--- src/rtl/counter_ctrl_pkg.sv ---
// Shared types for the counter_ctrl sequencing controller.
// Optional build macro: PRESCALER_EN (see counter_ctrl.sv).
package counter_ctrl_pkg;

  typedef enum logic [1:0] {
    IDLE  = 2'b00,
    ARMED = 2'b01,
    RUN   = 2'b10,
    PAUSE = 2'b11
  } state_e;

  localparam logic MODE_ONESHOT  = 1'b0;
  localparam logic MODE_PERIODIC = 1'b1;

endpackage

--- src/rtl/counter_ctrl_count_core.sv ---
// count_core: WIDTH-bit up-counter with synchronous clear, tick enable and
// terminal compare against the latched limit.
module count_core #(
  parameter int WIDTH = 8
) (
  input  logic             clk,
  input  logic             reset,
  input  logic             clear_i,
  input  logic             tick_i,
  input  logic [WIDTH-1:0] limit_i,
  output logic [WIDTH-1:0] count_o,
  output logic             term_o
);

  logic [WIDTH-1:0] count_q;
  logic [WIDTH-1:0] count_d;

  assign term_o  = (count_q == limit_i);
  assign count_o = count_q;

  // Next count: clear wins, a terminal tick wraps to zero.
  always_comb begin
    count_d = count_q;
    if (clear_i) begin
      count_d = '0;
    end else if (tick_i) begin
      if (term_o) begin
        count_d = '0;
      end else begin
        count_d = count_q + WIDTH'(1);
      end
    end else begin
      count_d = count_q;
    end
  end

  // Count register.
  always_ff @(posedge clk) begin
    if (reset) begin
      count_q <= '0;
    end else begin
      count_q <= count_d;
    end
  end

endmodule

--- src/rtl/counter_ctrl.sv ---
// counter_ctrl: config handshake plus IDLE/ARMED/RUN/PAUSE sequencer around
// count_core. Optional build macro: PRESCALER_EN adds the presc_div divider.
module counter_ctrl
  import counter_ctrl_pkg::*;
#(
  parameter int WIDTH = 8
`ifdef PRESCALER_EN
  ,
  parameter int PRESC_WIDTH = 4
`endif
) (
  input  logic                   clk,
  input  logic                   reset,
  input  logic                   cfg_valid,
  output logic                   cfg_ready,
  input  logic [WIDTH-1:0]       cfg_limit,
  input  logic                   cfg_periodic,
`ifdef PRESCALER_EN
  input  logic [PRESC_WIDTH-1:0] presc_div,
`endif
  input  logic                   start,
  input  logic                   stop,
  output logic [WIDTH-1:0]       count,
  output logic                   busy,
  output logic                   done
);

  state_e           state_q, state_d;
  logic [WIDTH-1:0] limit_q, limit_d;
  logic             periodic_q, periodic_d;
  logic             done_q, done_d;
  logic             ready_q, busy_q;
  logic             xfer_s, tick_s, term_s, term_tick_s, adv_s, clear_s;

  assign xfer_s      = cfg_valid & ready_q;
  assign term_tick_s = tick_s & term_s;
  // A stop freezes the count unless this tick is terminal, which always completes.
  assign adv_s       = tick_s & (~stop | term_s);

`ifdef PRESCALER_EN
  logic [PRESC_WIDTH-1:0] div_q, div_d;
  logic [PRESC_WIDTH-1:0] presc_q, presc_d;

  assign tick_s = (state_q == RUN) && (presc_q == div_q);

  // Prescaler restarts on ARMED->RUN and advances with the count.
  always_comb begin
    div_d   = div_q;
    presc_d = presc_q;
    if (xfer_s) begin
      div_d = presc_div;
    end else begin
      div_d = div_q;
    end
    if ((state_q == ARMED) && (state_d == RUN)) begin
      presc_d = '0;
    end else if ((state_q == RUN) && (~stop | term_tick_s)) begin
      presc_d = tick_s ? '0 : presc_q + PRESC_WIDTH'(1);
    end else begin
      presc_d = presc_q;
    end
  end

  // Prescaler registers.
  always_ff @(posedge clk) begin
    if (reset) begin
      div_q   <= '0;
      presc_q <= '0;
    end else begin
      div_q   <= div_d;
      presc_q <= presc_d;
    end
  end
`else
  assign tick_s = (state_q == RUN);
`endif

  // Sequencer: a config transfer beats any command; stop beats start.
  always_comb begin
    state_d    = state_q;
    limit_d    = limit_q;
    periodic_d = periodic_q;
    done_d     = 1'b0;
    clear_s    = 1'b0;
    if (xfer_s) begin
      limit_d    = cfg_limit;
      periodic_d = cfg_periodic;
      clear_s    = 1'b1;
      state_d    = ARMED;
    end else begin
      case (state_q)
        IDLE: state_d = IDLE;
        ARMED: begin
          if (start && !stop) begin
            state_d = RUN;
          end else begin
            state_d = ARMED;
          end
        end
        RUN: begin
          if (term_tick_s) begin
            done_d = 1'b1;
            if (periodic_q == MODE_PERIODIC) begin
              state_d = stop ? PAUSE : RUN;
            end else begin
              state_d = ARMED;
            end
          end else if (stop) begin
            state_d = PAUSE;
          end else begin
            state_d = RUN;
          end
        end
        PAUSE: begin
          if (stop) begin
            state_d = ARMED;
            clear_s = 1'b1;
          end else if (start) begin
            state_d = RUN;
          end else begin
            state_d = PAUSE;
          end
        end
        default: state_d = IDLE;
      endcase
    end
  end

  // Control registers; ready/busy are decoded from the next state.
  always_ff @(posedge clk) begin
    if (reset) begin
      state_q    <= IDLE;
      limit_q    <= '0;
      periodic_q <= MODE_ONESHOT;
      done_q     <= 1'b0;
      ready_q    <= 1'b1;
      busy_q     <= 1'b0;
    end else begin
      state_q    <= state_d;
      limit_q    <= limit_d;
      periodic_q <= periodic_d;
      done_q     <= done_d;
      ready_q    <= (state_d == IDLE) || (state_d == ARMED);
      busy_q     <= (state_d == RUN);
    end
  end

  count_core #(.WIDTH(WIDTH)) u_core (
    .clk     (clk),
    .reset   (reset),
    .clear_i (clear_s),
    .tick_i  (adv_s),
    .limit_i (limit_q),
    .count_o (count),
    .term_o  (term_s)
  );

  assign cfg_ready = ready_q;
  assign busy      = busy_q;
  assign done      = done_q;

endmodule
--- config.mk ---
export PLATFORM = sky130hd
export DESIGN_NAME = counter_ctrl
export DESIGN_NICKNAME = d
export VERILOG_FILES = /design/src/rtl/counter_ctrl_pkg.sv /design/src/rtl/counter_ctrl_count_core.sv /design/src/rtl/counter_ctrl.sv
export SDC_FILE = /design/constraint.sdc
export NUM_CORES = 1
export LEC_CHECK = 0
export ABC_AREA = 1
export BUFFER_PORTS_ARGS = -buffer_cell sky130_fd_sc_hd__clkbuf_2
export CORE_AREA = 5 5 56 58
export CTS_CLUSTER_DIAMETER = 120
export DETAILED_ROUTE_END_ITERATION = 8
export DIE_AREA = 0 0 61 63
export PLACE_DENSITY = 0.67
export SETUP_SLACK_MARGIN = 0.02
export SLEW_MARGIN = 20
export SYNTH_ARGS = -nofsm -noshare
export SYNTH_HDL_FRONTEND = slang
export SYNTH_SLANG_ARGS = --single-unit
--- constraint.sdc ---
create_clock -name clk -period 1.5 [get_ports clk]
set_clock_uncertainty 0.15 [all_clocks]
set_input_delay 0.15 -clock clk [delete_from_list [all_inputs] [get_ports clk]]
set_output_delay 0.15 -clock clk [all_outputs]
set_load 0.01 [all_outputs]
==> results.json, run 1 <==
{
  "hpwl_microns": 2220,
  "start_util_pct": 43.3,
  "yosys.area_share.simple_pct": 30.0,
  "hp-class": "in2reg",
  "gp_congestion": 0.827,
  "critPathArrivalTime_ps": 1530,
  "layout.cells.most_common": "nand2_1",
  "final_cell_mix": "26 x nand2_1, 24 x clkbuf_2, 22 x inv_1",
  "cts_buffers": 3,
  "relSlewSlack_pct": 82.3,
  "post-place-ws_ps": 4.87,
  "p_leak_nw": 0.729,
  "clk_pin_slew_worst_paths_ps": 130,
  "fin_nets": 223,
  "path_max_fanout": 5,
  "worstMarginPinSlew_ps": 264,
  "post_drt_wl_per_cell_microns": 12.9,
  "fin_ws_ps": 12.2,
  "die_x_microns": 61,
  "grt_pass1_wl_microns": 5120,
  "period_share_pct": 99.2,
  "drive_gt1_share_pct": 36.2,
  "syn_area_sq_mm": 0.00113,
  "instances_no_fill": 238,
  "syn_area_per_cell_sq_um": 7.17,
  "cp-start-kind": "flip-flop",
  "die_y_microns": 63,
  "cts.sinks": 22,
  "setup_viol": 0,
  "synth_xor_area_share_pct": 5.41,
  "io_pins": 25,
  "post-route-util_pct": 60.4,
  "layout_min_cycle_time_ps": 1490,
  "vdd_drop_max_uv": 705,
  "synth_compound_area_share_pct": 14.6,
  "reg2reg_depth": 8,
  "reg2reg_from": "limit_q[2]$_SDFFE_PP0P_",
  "clock_path_buffers": 2,
  "status": "finished clean",
  "grt_pass1_vias": 1202,
  "synth_mux_area_share_pct": 0,
  "drc_errors": 0,
  "multi_input_area_sq_um": 636,
  "fillers": 232,
  "cap_violations": 0,
  "gr-total-overflow": 0,
  "hold_viol": 0,
  "yosysUniqueCellTypes": 25,
  "fin_hold_ws_ps": 33.0,
  "syn2layout_area_growth_pct": 39.4,
  "antenna_cells": 0,
  "end_kind": "flip-flop",
  "syn_inst": 158,
  "required_ps": 1540,
  "grtUsageTotal_pct": 17.0,
  "synthesis.nets": 173,
  "rsz0062_at_grt": "yes",
  "total_power_mw": 1.11,
  "yosys_register_bits": 22,
  "reg2reg_to": "u_core.count_o[1]$_SDFFE_PP0P_",
  "first_pass_iters": 4,
  "rrSetupSlack_ps": 10,
  "coreArea_sq_mm": 0.00262,
  "first_iter_violations": 91,
  "clock.fmax_mhz": 672,
  "slew_violations": 0,
  "yosysSeqAreaShare_pct": 38.9,
  "ys_warn_count": 0,
  "htree_num_levels": 1,
  "cts_root_buf": "clkbuf_4",
  "cts_tree": "done",
  "wirelength_microns": 3070,
  "via_per_inst": 5.14,
  "vias": 1223,
  "dieArea_sq_mm": 0.00384,
  "crit_start": "limit_q[2]$_SDFFE_PP0P_",
  "crit_type": "reg2reg",
  "ant_nets": 0,
  "antenna_found_initial": 0,
  "crit_end": "u_core.count_o[1]$_SDFFE_PP0P_",
  "synth_top_family_by_area": "simple AND/OR/NAND/NOR gates",
  "std_cell_rows": 19,
  "grt_max_degree": 14,
  "dp_cells": 224,
  "powerDensity_mw_per_mm2": 704,
  "seqCellArea_sq_um": 453,
  "synth_adder_area_share_pct": 1.10,
  "clk_latency_ps": 310,
  "port_buffers": 24
}
worst min-delay path by stage:
stage                              end          from  depth (start not counted)
2_1_floorplan    state_q[0]$_SDFF_PP0_         reset                          1
3_3_place_gp     state_q[0]$_SDFF_PP0_         reset                          2
3_5_place_dp     state_q[0]$_SDFF_PP0_         reset                          2
4_1_cts        limit_q[5]$_SDFFE_PP0P_  cfg_limit[5]                          3
5_1_grt           cfg_ready$_SDFF_PP1_         start                          4
6_report       limit_q[5]$_SDFFE_PP0P_  cfg_limit[5]                          3
routing by layer:
metal,vias up,share of wire (%),global-route usage (%)
li1,608,-,-
met1,577,42,21.0
met2,32,51,28.5
met3,6,5.0,3.10
met4,0,1.4,6.50
met5,-,0,0
per-stage QoR:
stage / TNS, ps / cell area [sq um]
5_1_grt: -326 / 1580
3_3_place_gp: 0 / 1380
6_report: 0 / 1580
4_1_cts: 0 / 1510
3_5_place_dp: 0 / 1380
2_1_floorplan: 0 / 1130
synthesized netlist by cell type:
library cell	n	area (sq um)
nor3_1	1	5.00
xnor2_1	5	43.8
nand2_4	3	33.8
a21oi_2	1	8.76
ha_1	1	12.5
nor2_1	16	60.1
buf_6	1	11.3
dfxtp_1	22	440
nand3_1	10	50.1
nand2_2	2	12.5
inv_2	2	7.51
o211ai_1	2	15.0
o21bai_2	1	11.3
nand2_1	28	105
a21oi_1	14	70.1
clkbuf_1	1	3.75
o21ai_0	9	45.0
nor2_2	1	6.26
xor2_1	2	17.5
inv_1	23	86.3
buf_2	1	5.00
o21bai_1	1	7.51
nand4_1	9	56.3
nor2_4	1	11.3
a211oi_1	1	7.51
final cells by class:
| cell class | count | area share, % |
|---|---|---|
| inverters | 25 | 5.94 |
| flip-flops and latches | 22 | 28.7 |
| clock buffers | 4 | 2.30 |
| repair buffers | 48 | 20.4 |
| well taps | 31 | 2.45 |
| multi-input cells | 108 | 40.2 |
power breakdown:
| part | internal [mW] | switching, mW |
|---|---|---|
| sequential | 0.603 | 0.0138 |
| clock | 0.148 | 0.181 |
| combinational | 0.0743 | 0.0927 |
worst max-delay path, stage by stage (launching register included):
cell,delay [ps]
dfxtp_2,350
xnor2_1,140
nand2_1,130
nor2_4,180
nand2_4,100
nand2_4,100
nand2_4,70
nand2_1,70
a21oi_1,70
cells by family (layout without fill, tap and decap cells):
| logic type | count (synthesis) | count (layout) |
|---|---|---|
| AO/OA/AOI/OAI | 29 | 29 |
| flip-flops | 22 | 22 |
| AND/OR/NAND/NOR | 71 | 71 |
| adder cells (fa/ha/maj) | 1 | 1 |
| XOR/XNOR | 7 | 7 |
| buffers and inverters | 28 | 77 |
registers in the layout, indices dropped and copies added, names as in the netlist:
register / cells
periodic_q: 1
busy: 1
limit_q: 8
state_q: 2
done: 1
u_core.count_o: 8
cfg_ready: 1
what timing repair did:
| action | 4_1_cts | 5_1_grt |
|---|---|---|
| pin swaps | 0 | 9 |
| hold endpoints to repair | 9 | 0 |
| hold buffers | 9 | 0 |
| endpoints found under the setup margin | 3 | 10 |
| gates resized for setup | 3 | 20 |
| setup buffers | 0 | 1 |
(Power assumes the default switching activity.)
==> run 2: changes to the inputs <==
- ABC_AREA: 1 -> not set
- CORE_AREA: 5 5 56 58 -> 3 3 52 54
- DIE_AREA: 0 0 61 63 -> 0 0 55 57
==> run 2 against run 1 <==
Net effect: the flow now finishes with violations (negative setup slack); core utilization is 7.6 points higher; power is 4.3% lower; final area is 2.9% lower; critical path type unchanged; largest cell class unchanged; highest routed layer unchanged.
==> results.json, run 2 <==
{
  "status": "complete, but fails checks",
  "violations": "negative setup slack",
  "slowest_delay_ps": 360,
  "relSlewSlack_pct": 77.3,
  "fin_hold_ws_ps": 72.0,
  "rsz0062_at_grt": "yes",
  "clk_pin_slew_worst_paths_ps": 120,
  "period_share_pct": 113,
  "vdd_drop_max_uv": 646,
  "syn_inst": 122,
  "die_x_microns": 55,
  "start_util_pct": 45.4,
  "yosysTopAreaCell": "dfxtp_1",
  "cp-start-kind": "flip-flop",
  "clk_latency_ps": 310,
  "synth_common_cells": "23 x nand2_1, 22 x dfxtp_1, 16 x a21oi_1",
  "layout.cells.most_common": "clkbuf_2",
  "die_y_microns": 57,
  "rrSetupSlack_ps": -190,
  "clock_path_buffers": 2,
  "seqPwrFrac_pct": 57.1,
  "io_pins": 25,
  "multi_input_area_sq_um": 627,
  "worstMarginPinSlew_ps": 340,
  "drive_gt1_share_pct": 40.6,
  "gr-total-overflow": 0,
  "syn_area_per_cell_sq_um": 8.40,
  "yosys-top-cells-area": "dfxtp_1 43%, nand2_1 8.4%, a21oi_1 7.8%, xor2_1 7.7%, nor4_4 4.2%",
  "layout_min_cycle_time_ps": 1690,
  "grt_max_degree": 13,
  "synth-async-reset-ratio_pct": 0,
  "dp_cells": 188,
  "grt_pass1_vias": 985,
  "first_iter_violations": 17,
  "synthesis.nets": 137,
  "critPathArrivalTime_ps": 1790,
  "gp_congestion": 0.794,
  "fin_nets": 191,
  "reg2reg_from": "limit_q[6]$_SDFFE_PP0P_",
  "clock_power_share_pct": 25.5,
  "min_delay_worst_endpoint": "u_core.count_o[0]$_SDFFE_PP0P_",
  "p_switching_mw": 0.276,
  "hp-class": "in2reg",
  "final_cell_mix": "24 x clkbuf_2, 23 x nand2_1, 18 x buf_4",
  "vias": 1008,
  "grtUsageTotal_pct": 17.1,
  "syn2layout_area_growth_pct": 49.7,
  "coreArea_sq_mm": 0.00225,
  "drc_errors": 0,
  "tns_ps": -1760,
  "comb_power_share_pct": 17.3,
  "reg2reg_to": "u_core.count_o[4]$_SDFFE_PP0P_",
  "powerDensity_mw_per_mm2": 694,
  "synth.top_cell.area_share_pct": 43.0,
  "via_per_inst": 4.97,
  "ys_warn_count": 0,
  "path_max_fanout": 11,
  "dieArea_sq_mm": 0.00314,
  "cp_slowest_cell": "dfxtp_2",
  "syn_area_sq_mm": 0.00102,
  "yosysSeqAreaShare_pct": 43.0,
  "p_leak_nw": 0.698,
  "ys.flop_type": "dfxtp_1",
  "std_cell_rows": 17,
  "first_pass_iters": 4,
  "switching_share_pct": 25.9,
  "p_int_mw": 0.789,
  "fin_ws_ps": -192,
  "grt_pass1_wl_microns": 4000,
  "port_buffers": 24,
  "synth_edf_count": 0,
  "hold-path-cell-count": 3,
  "end_kind": "flip-flop",
  "required_ps": 1590,
  "fillers": 194,
  "cts.sinks": 22,
  "antenna_found_initial": 0,
  "reg2reg_depth": 5,
  "yosysUniqueCellTypes": 29,
  "seqCellArea_sq_um": 460,
  "cts_buffers": 3,
  "ant_nets": 0,
  "cap_violations": 0,
  "hold_viol": 0,
  "wirelength_microns": 2460,
  "clock.fmax_mhz": 591,
  "antenna_cells": 0,
  "setup_viol": 13,
  "synth.most_common_cell": "nand2_1",
  "htree_num_levels": 1,
  "instances_no_fill": 203,
  "slew_violations": 0,
  "crit_type": "reg2reg",
  "crit_path_cell_trace": "xor2_2, nor4_4, a21oi_2, or3_1, a21oi_1",
  "cts_tree": "done",
  "hpwl_microns": 1800,
  "cts_root_buf": "clkbuf_4",
  "hold_start": "stop",
  "crit_start": "limit_q[6]$_SDFFE_PP0P_",
  "post_drt_wl_per_cell_microns": 12.1,
  "yosys_register_bits": 22
}
run 2: cell families (layout without fill, tap and decap cells):
| logic type | after synthesis | in the layout | share of synthesized area (%) |
|---|---|---|---|
| compound gates | 29 | 29 | 16.6 |
| xor+xnor | 9 | 9 | 7.69 |
| fa+ha+maj | 1 | 1 | 1.22 |
| buf+inv | 7 | 60 | 3.30 |
| flops | 22 | 22 | 43.0 |
| simple gates | 54 | 54 | 28.2 |
run 2: power by group through the flow:
stage / combinational [mW] / clock, mW / sequential, mW
after detailed placement: 0.145 / 0 / 0.621
after global placement: 0.142 / 0 / 0.620
after floorplan: 0.0934 / 0 / 0.620
final: 0.184 / 0.272 / 0.608
after CTS: 0.174 / 0.288 / 0.608
after global routing: 0.204 / 0.311 / 0.611
run 2: cell type report:
cell class,instances,share of cell area (%)
multi-input combinational,93,40.9
sequential,22,30.0
timing repair buffer,54,24.6
tap,28,2.28
clock buffer,3,1.47
inverter,2,0.489
clock inverter,1,0.245
run 2: critical path: cells and delay by family (launching register included):
kind	cells	cell delay, ps
and+or+nand+nor	2	650
DFF	1	360
AOI/OAI and AO/OA	2	290
xor gates and xnor gates	1	180
run 2: timing repair:
item,in CTS,in global routing
pin swaps,2,1
endpoints found under the hold margin,9,0
resized for setup,5,8
buffers inserted,1,0
hold buffers,10,0
endpoints found under the setup margin,13,13
run 2: worst max path at each step:
stage / cells after the start / slack [ps] / to
6_report: 5 / -190 / u_core.count_o[4]$_SDFFE_PP0P_
5_1_grt: 6 / -300 / u_core.count_o[1]$_SDFFE_PP0P_
4_1_cts: 5 / -200 / u_core.count_o[4]$_SDFFE_PP0P_
3_5_place_dp: 5 / -240 / u_core.count_o[4]$_SDFFE_PP0P_
3_3_place_gp: 5 / -190 / u_core.count_o[5]$_SDFFE_PP0P_
2_1_floorplan: 6 / -210 / u_core.count_o[6]$_SDFFE_PP0P_
run 2: routing by layer:
| metal | share of wire (%) | wire (microns) | global-route usage (%) |
|---|---|---|---|
| met5 | 0 | 0 | 0 |
| met4 | 1.0 | 25 | 6.60 |
| met3 | 3.5 | 85 | 2.35 |
| met2 | 49 | 1210 | 25.2 |
| met1 | 46 | 1140 | 24.9 |
run 2: stage by stage:
| stage | utilization, % | setup slack, ps | area [sq um] | power, mW |
|---|---|---|---|---|
| after floorplan | - | -211 | 1070 | 0.713 |
| after global placement | 59.7 | -188 | 1350 | 0.762 |
| after detailed placement | 59.7 | -243 | 1350 | 0.766 |
| after CTS | 66.4 | -195 | 1500 | 1.07 |
| after global routing | 68.0 | -303 | 1530 | 1.13 |
| final | 68.0 | -192 | 1530 | 1.06 |
==> run 3: changes to the inputs <==
- ABC_AREA: not set -> 1
- CORE_AREA: 3 3 52 54 -> 3 3 54 56
- CTS_CLUSTER_DIAMETER: 120 -> 60
- DIE_AREA: 0 0 55 57 -> 0 0 57 59
==> run 3 against run 2 <==
Net effect: the flow now finishes without violations; sequential power is 2% higher; non-clock buffer count is 4 lower; combinational power decreased by 9%; power rose by 16%; critical endpoint is now u_core.count_o[6]$_SDFFE_PP0P_; via count up 16%; die area is 7.3% higher; maximum frequency is 19% higher; final cell count rose by 18%; sequential cell count unchanged.
==> results.json, run 3 (synthesized netlist as in run 1, its figures left out) <==
{
  "rsz0062_at_grt": "yes",
  "path_max_fanout": 3,
  "seqCellArea_sq_um": 457,
  "first_pass_iters": 4,
  "dieArea_sq_mm": 0.00336,
  "die_y_microns": 59,
  "grt_pass1_vias": 1070,
  "critPathBufInv": 0,
  "post_drt_wl_per_cell_microns": 11.8,
  "crit_end": "u_core.count_o[6]$_SDFFE_PP0P_",
  "grt_pass1_wl_microns": 4730,
  "slowest_delay_ps": 400,
  "total_power_mw": 1.24,
  "fillers": 223,
  "cts_buffers": 3,
  "status": "finished clean",
  "worstMarginPinSlew_ps": 291,
  "instances_no_fill": 239,
  "antenna_found_initial": 0,
  "syn2layout_area_growth_pct": 40.8,
  "crit_type": "reg2reg",
  "reg2reg_to": "u_core.count_o[6]$_SDFFE_PP0P_",
  "crit_start": "u_core.count_o[0]$_SDFFE_PP0P_",
  "fin_area_sq_mm": 0.00160,
  "port_buffers": 24,
  "grt_max_degree": 14,
  "gr-total-overflow": 0,
  "cap_violations": 0,
  "clk_latency_ps": 310,
  "drive_gt1_share_pct": 33.5,
  "ant_nets": 0,
  "first_iter_violations": 55,
  "drc_errors": 0,
  "multi_input_area_sq_um": 612,
  "vdd_drop_max_uv": 599,
  "coreArea_sq_mm": 0.00248,
  "critPathArrivalTime_ps": 1530,
  "io_pins": 25,
  "setup_viol": 0,
  "dp_cells": 223,
  "slew_violations": 0,
  "post-place-ws_ps": 11.6,
  "grtUsageTotal_pct": 18.0,
  "layout_min_cycle_time_ps": 1420,
  "wirelength_microns": 2820,
  "reg2reg_from": "u_core.count_o[0]$_SDFFE_PP0P_",
  "end_kind": "flip-flop",
  "start_util_pct": 45.8,
  "cts.sinks": 22,
  "rrSetupSlack_ps": 80,
  "die_x_microns": 57,
  "relSlewSlack_pct": 80.5,
  "antenna_cells": 0,
  "clock.fmax_mhz": 704,
  "cp-start-kind": "flip-flop",
  "p_leak_nw": 0.752,
  "cts_root_buf": "clkbuf_4",
  "required_ps": 1610,
  "fin_hold_ws_ps": 57.1,
  "layout.cells.most_common": "nand2_1",
  "period_share_pct": 94.7,
  "clock_path_buffers": 2,
  "tns_ps": 0,
  "hpwl_microns": 2110,
  "fin_ws_ps": 80.1,
  "hold_viol": 0,
  "final_cell_mix": "28 x nand2_1, 24 x clkbuf_2, 23 x inv_1",
  "post-route-util_pct": 64.4,
  "reg2reg_depth": 6,
  "crit_cells": 6,
  "hp-class": "in2reg",
  "via_per_inst": 4.88,
  "fin_nets": 225,
  "crit_path_cell_trace": "ha_2, nand3_2, nor2_2, xor2_1, nand4_1, a21oi_1",
  "cts_tree": "done",
  "gp_congestion": 0.866,
  "cp_slowest_cell": "dfxtp_4",
  "htree_num_levels": 1,
  "std_cell_rows": 18,
  "clk_pin_slew_worst_paths_ps": 120,
  "cp_top_family": "flip-flops",
  "powerDensity_mw_per_mm2": 776,
  "post_dp_cell_area_sq_mm": 0.00138,
  "vias": 1167
}
-- run 3: how the worst min path moves through the flow --
stage / from / end / cells past startpoint
4_1_cts: start / cfg_ready$_SDFF_PP1_ / 4
5_1_grt: start / cfg_ready$_SDFF_PP1_ / 4
2_1_floorplan: reset / state_q[0]$_SDFF_PP0_ / 1
3_5_place_dp: reset / state_q[0]$_SDFF_PP0_ / 2
3_3_place_gp: reset / state_q[0]$_SDFF_PP0_ / 2
6_report: start / cfg_ready$_SDFF_PP1_ / 4
-- run 3: metal layers --
| metal | wire, microns | GRT usage [%] |
|---|---|---|
| met1 | 1290 | 23.1 |
| met2 | 1360 | 30.7 |
| met3 | 120 | 1.96 |
| met4 | 47 | 7.95 |
| met5 | 0 | 0 |
-- run 3: repair_timing --
action,CTS,global route
pin swaps,0,5
endpoints found under the hold margin,10,0
resized for setup,1,17
buffers inserted,0,2
setup endpoints to repair,3,12
hold buffers,10,0
-- run 3: power breakdown --
group,switching (mW),internal (mW)
logic,0.0873,0.0805
clock network,0.184,0.270
registers,0.0152,0.603
total,0.286,0.953
-- run 3: worst reg2reg max path: cells and delay by family, from the launching register on --
family	cells	cell delay, ps
AOI/OAI and AO/OA	1	140
DFF	1	400
xor gates and xnor gates	1	170
adders and majority gates	1	190
and+or+nand+nor	3	320
-- run 3: layout make-up --
cell class | count | area share [%]
Multi-Input combinational cell | 108 | 38.3
Clock buffer | 3 | 1.41
Sequential cell | 22 | 28.6
Inverter | 25 | 5.88
Timing Repair Buffer | 50 | 21.6
Tap cell | 30 | 2.35
Clock inverter | 1 | 1.88
